<file path="src/rtl/cov_pkg.sv">
// Shared constants and types for the covariance accumulator: channel/pair
// counts, the lane ordering of the upper-triangle products, and the block FSM states.
package cov_pkg;

  localparam int N_CH    = 4;
  localparam int N_PAIRS = 10;

  // Lane order of the upper triangle, row-major: 11,12,13,14,22,23,24,33,34,44
  localparam int L11 = 0;
  localparam int L12 = 1;
  localparam int L13 = 2;
  localparam int L14 = 3;
  localparam int L22 = 4;
  localparam int L23 = 5;
  localparam int L24 = 6;
  localparam int L33 = 7;
  localparam int L34 = 8;
  localparam int L44 = 9;

  localparam int DEF_PW     = 52;
  localparam int DEF_LOG2_N = 7;

  typedef enum logic [1:0] {
    IDLE = 2'd0,
    ACC  = 2'd1,
    OUT  = 2'd2
  } state_t;

endpackage

</file>
<file path="src/rtl/cov_acc_lane.sv">
// One covariance lane: AW-bit signed accumulator plus a registered PW-bit
// result equal to the block sum arithmetically shifted right by LOG2_N.
module cov_acc_lane
  import cov_pkg::*;
#(
  parameter int PW     = DEF_PW,
  parameter int LOG2_N = DEF_LOG2_N
) (
  input  logic          clk,
  input  logic          rst_n,
  input  logic          clr,
  input  logic          en,
  input  logic          load,
  input  logic [PW-1:0] prod,
  output logic [PW-1:0] result
);

  localparam int AW = PW + LOG2_N;

  logic [AW-1:0] acc;
  logic [AW-1:0] prod_ext;

  assign prod_ext = {{LOG2_N{prod[PW-1]}}, prod};

  // NOTE: the accumulator is reset as well as cleared on start; a reset in the
  // middle of a block must not leave a partial sum behind for the next block.
  always_ff @(posedge clk or negedge rst_n) begin
    if (!rst_n) begin
      acc <= '0;
    end else if (clr) begin
      acc <= '0;
    end else if (en) begin
      acc <= acc + prod_ext;
    end
  end

  // Taking bits [LOG2_N +: PW] of the AW-bit sum is exactly (acc >>> LOG2_N)
  // truncated to PW bits, i.e. a floor division by the block length.
  always_ff @(posedge clk or negedge rst_n) begin
    if (!rst_n) begin
      result <= '0;
    end else if (load) begin
      result <= acc[LOG2_N +: PW];
    end
  end

endmodule

</file>
<file path="src/rtl/cov_accum.sv">
// Block covariance accumulator: sums the 10 per-sample cross-products over
// N_SAMPLES valid samples and emits the averaged upper triangle with a valid pulse.
module cov_accum
  import cov_pkg::*;
#(
  parameter int PW     = DEF_PW,
  parameter int LOG2_N = DEF_LOG2_N
) (
  input  logic                  clk,
  input  logic                  rst_n,
  input  logic                  start,
  input  logic                  abort,
  input  logic                  prod_valid,
  input  logic [N_PAIRS*PW-1:0] prod_in,
  output logic                  busy,
  output logic [LOG2_N:0]       cnt,
  output logic                  cov_valid,
  output logic [N_PAIRS*PW-1:0] cov_out
);

  localparam int CW        = LOG2_N + 1;
  localparam int N_SAMPLES = 1 << LOG2_N;
  localparam logic [CW-1:0] LAST_IDX = CW'(N_SAMPLES - 1);

  state_t        state_q, state_d;
  logic [CW-1:0] cnt_q, cnt_d;
  logic          valid_q, valid_d;
  logic          acc_clr, acc_en, out_load;

  always_ff @(posedge clk or negedge rst_n) begin
    if (!rst_n) begin
      state_q <= IDLE;
      cnt_q   <= '0;
      valid_q <= 1'b0;
    end else begin
      state_q <= state_d;
      cnt_q   <= cnt_d;
      valid_q <= valid_d;
    end
  end

  // NOTE: every output of this block gets a default before the case so that no
  // path leaves a signal unassigned, which would otherwise infer a latch.
  always_comb begin
    state_d  = state_q;
    cnt_d    = cnt_q;
    valid_d  = 1'b0;
    acc_clr  = 1'b0;
    acc_en   = 1'b0;
    out_load = 1'b0;
    unique case (state_q)
      IDLE: begin
        if (abort) begin
          acc_clr = 1'b1;
          cnt_d   = '0;
        end else if (start) begin
          acc_clr = 1'b1;
          cnt_d   = '0;
          state_d = ACC;
        end
      end
      ACC: begin
        if (abort) begin
          acc_clr = 1'b1;
          cnt_d   = '0;
          state_d = IDLE;
        end else if (prod_valid) begin
          acc_en = 1'b1;
          cnt_d  = cnt_q + CW'(1);
          if (cnt_q == LAST_IDX) begin
            state_d = OUT;
          end
        end
      end
      OUT: begin
        // Abort here discards the finished sums without touching cov_out.
        if (abort) begin
          acc_clr = 1'b1;
          cnt_d   = '0;
        end else begin
          out_load = 1'b1;
          valid_d  = 1'b1;
        end
        state_d = IDLE;
      end
      default: begin
        state_d = IDLE;
      end
    endcase
  end

  for (genvar i = 0; i < N_PAIRS; i++) begin : g_lane
    cov_acc_lane #(
      .PW     (PW),
      .LOG2_N (LOG2_N)
    ) u_lane (
      .clk    (clk),
      .rst_n  (rst_n),
      .clr    (acc_clr),
      .en     (acc_en),
      .load   (out_load),
      .prod   (prod_in[i*PW +: PW]),
      .result (cov_out[i*PW +: PW])
    );
  end

  assign busy      = (state_q != IDLE);
  assign cnt       = cnt_q;
  assign cov_valid = valid_q;

endmodule

</file>
<file path="config.mk">
export PLATFORM = sky130hd
export DESIGN_NAME = cov_accum
export DESIGN_NICKNAME = d
export VERILOG_FILES = /design/src/rtl/cov_pkg.sv /design/src/rtl/cov_acc_lane.sv /design/src/rtl/cov_accum.sv
export SDC_FILE = /design/constraint.sdc
export NUM_CORES = 2
export LEC_CHECK = 0
export ABC_AREA = 0
export BUFFER_PORTS_ARGS = -buffer_cell sky130_fd_sc_hd__buf_2
export CAP_MARGIN = 20
export CORE_ASPECT_RATIO = 2
export CORE_UTILIZATION = 40
export CTS_CLUSTER_SIZE = 16
export DETAILED_ROUTE_END_ITERATION = 10
export RECOVER_POWER = 100
export SLEW_MARGIN = 0
export SYNTH_ARGS = -nofsm -noshare
export SYNTH_HDL_FRONTEND = slang
export SYNTH_SLANG_ARGS = --single-unit
export TNS_END_PERCENT = 30
</file>
<file path="constraint.sdc">
create_clock -name clk -period 4.7 [get_ports clk]
set_input_delay 0.235 -clock clk [delete_from_list [all_inputs] [get_ports clk]]
set_output_delay 0.235 -clock clk [all_outputs]
set_load 0.02 [all_outputs]
</file>
==> impl_metrics.json <==
{
  "grt_first_pass_wirelength_um": 402000,
  "ys_seq_area_frac": 0.383,
  "syn_inst": 7956,
  "cts_max_path_buffers": 3,
  "ys.flop_type": "dfrtp_1",
  "end_kind": "register",
  "yosysWarningCount": 0,
  "ys_seq_elements": 1121,
  "cts_max_level": 3,
  "grt_pass1_vias": 66300,
  "design_area_um2": 84700,
  "clk_latency_ns": 0.74,
  "hold_path_class": "in -> reg",
  "peakVddDrop_mv": 0.492,
  "drive_gt1_frac": 0.150,
  "crit_required_ns": 5.31,
  "synthDistinctLibCells": 99,
  "synthArstFlopShare": 1.00,
  "start_util": 0.404,
  "synth.net_count": 9076,
  "cts_sinks": 1121,
  "path_class": "reg -> reg",
  "syn_to_final_growth_pct": 15.5,
  "hold_viol": 0,
  "cts_inserted_buffers": 111,
  "drt_iter0_markers": 3675,
  "first_pass_iters": 5,
  "violations": "capacitance limit, slew limit",
  "yosys-top-cells-area": "dfrtp_1, ha_1, mux2_2",
  "fin_setup_tns_ns": 0,
  "grt_max_degree": 172,
  "cts_root_buf": "clkbuf_16",
  "rows": 221,
  "critical_path_arrival_ns": 4.98,
  "vias": 65000,
  "dpl-instance-area_um2": 80800,
  "layout.nets": 9981,
  "cp_common_cell": "a21oi_1",
  "post-route-period-util": 0.931,
  "cts_setup_buffers": 0,
  "setup_viol": 0,
  "synth_area_um2": 73300,
  "startpoint_type": "register",
  "intPower_mw": 18.6,
  "die_w_um": 305,
  "ant_nets": 0,
  "cts_tree": "yes",
  "clock.fmax_ghz": 0.228,
  "hold_buffers": 84,
  "p_sw_mw": 10.0,
  "cp_top_family": "compound AO/OA/AOI/OAI gates",
  "holdWs_ns": 0.0649,
  "grt-ovfl-total": 0,
  "cap_violations": 10,
  "leakagePower_nw": 41.6,
  "synth_edf_count": 0,
  "tightestPinTransition_ns": 3.18,
  "die_area_um2": 185000,
  "fin_crit_ns": 4.38,
  "place.gp.congestion": 0.971,
  "grt_usage": 0.280,
  "dp_hpwl_um": 203000,
  "drc": 0,
  "pin_count": 1055,
  "cpPeakStageDelay_ns": 0.54,
  "post_drt_wl_per_cell_um": 23.5,
  "clkTransAtPathRegs_ns": 0.07,
  "antenna_found_initial": 111,
  "avgSynthCellArea_um2": 9.22,
  "pwr-share-comb": 0.283,
  "timing.slew.headroom": -1.12,
  "portBuffers": 1054,
  "skew_ns": 0.0360,
  "wl_um": 267000,
  "clkPwrFrac": 0.343,
  "swShare": 0.350,
  "worst-path-max-fanout": 3,
  "outcome": "finished, violations left",
  "yosysTopAreaCell": "dfrtp_1",
  "synth_top_area_share": 0.383,
  "slew_violations": 772,
  "pwr-share-seq": 0.373,
  "coreArea_um2": 182000,
  "crit_slowest_cell": "dlygate4sd3_1",
  "powerDensity_nw_per_um2": 337,
  "cts_resized": 0,
  "fillers": 17900,
  "rsz0062_at_grt": "false",
  "path_buf_inv": 1,
  "viasPerCell": 5.71,
  "path_cells": "ha_1 -> fa_1 -> a211o_1 -> a21o_1 -> a21oi_1 -> nor2_1 -> o21a_1 -> a211oi_1 -> o41a_1 -> o311ai_0 -> a21oi_1 -> o21ai_0 -> nand2_1 -> dlygate4sd3_1 -> nand3_1",
  "die_h_um": 608
}
## worst min-delay path: cells and delay by family
kind / cells / cell delay (ns)
simple gates: 1 / 0.05
fa+ha+maj: 1 / 0.18
buf+inv: 1 / 0.16
compound gates: 1 / 0.13
## metal layers
layer,share of wire,GRT usage
met2,0.50,0.497
met5,0.0016,0
met3,0.081,0.0849
met1,0.37,0.298
met4,0.052,0.141
## layout by cell type (no fill, tap or decap), types with 114 or more instances in the layout
| cell type | n |
|---|---|
| nand2_1 | 1152 |
| mux2_2 | 519 |
| xor2_1 | 185 |
| inv_1 | 116 |
| o21ai_0 | 430 |
| ha_1 | 585 |
| clkbuf_16 | 114 |
| a21o_1 | 414 |
| a21oi_1 | 968 |
| clkbuf_1 | 554 |
| xnor2_1 | 320 |
| dfrtp_1 | 1121 |
| nand3_1 | 135 |
| nor2_1 | 362 |
| buf_2 | 523 |
## synth_stat cells, types with 20 or more instances
library cell     n
nand2_1       1154
and2_1          34
nor2b_1         62
o21ai_1        116
a31oi_1         80
o211ai_1        27
o31ai_1         33
o21ai_0        369
o21a_1          52
nand2b_1        58
o21bai_1        86
xor2_1         185
nand3_1        135
a21o_1         415
nor2_1         363
inv_1          116
and3_1          74
dfrtp_1       1121
xnor2_1        320
nand4_1         97
ha_1           585
a21oi_1        967
clkbuf_1       366
mux2_2         520
a211oi_1        86
or3_1           43
a211o_1         20
nor3_1          75
## kinds of logic after synthesis
kind of cell	after synthesis	synth area share
adders and majority gates	595	0.103
and+or+nand+nor	2180	0.132
buffers and inverters	517	0.0269
AOI/OAI and AO/OA	2504	0.214
DFF	1121	0.383
xor gates and xnor gates	505	0.0603
muxes	534	0.0818
## power by group through the flow
stage	registers, mW	clock network, mW	logic, mW
6_report	10.7	9.81	8.10
3_5_place_dp	10.9	0	8.09
5_1_grt	10.7	10.4	8.91
2_1_floorplan	10.6	0	5.62
4_1_cts	10.7	10.1	8.21
3_3_place_gp	10.8	0	8.03
## through the flow
stage | instances | worst slack (ns) | utilization | total power, mW
2_1_floorplan | 7956 | 1.21 | - | 16.3
6_report | 11400 | 0.322 | 0.466 | 28.6
5_1_grt | 11300 | 0.133 | 0.466 | 30.0
3_5_place_dp | 11000 | 0.696 | 0.445 | 18.9
4_1_cts | 11300 | 0.420 | 0.471 | 29.0
3_3_place_gp | 11000 | 0.706 | 0.445 | 18.9
## path summary, 6_finish.rpt
check / start / endpoint / slack, ns / cells past startpoint
max: g_lane[5].u_lane.acc[0] / g_lane[5].u_lane.acc[46] / 0.32 / 15
min: prod_in[105] / g_lane[2].u_lane.acc[1] / 0.06 / 4
max reg2reg: g_lane[5].u_lane.acc[0] / g_lane[5].u_lane.acc[46] / 0.32 / 15
min reg2reg: g_lane[6].u_lane.result[17] / g_lane[6].u_lane.result[17] / 0.51 / 1
max in group asynchronous: rst_n / g_lane[9].u_lane.acc[14] / 0.87 / 3
min in group asynchronous: rst_n / g_lane[7].u_lane.result[25] / 1.01 / 2
## cell type report
class	count	area (µm²)	share of cell area
antenna	71	178	0.00210
clock buffer	150	3190	0.0376
clock inverter	57	718	0.00848
inverter	116	435	0.00514
multi-input combinational	6318	43200	0.511
sequential	1121	28100	0.331
tap	2341	2930	0.0346
timing repair buffer	1193	5960	0.0704
## flip-flops by register name (all words and copies together), names as in the netlist
register / flops
g_lane.u_lane.result: 520
cnt: 8
g_lane.u_lane.acc: 590
state_q: 2
cov_valid: 1
Power figures use the tool's default switching activity.
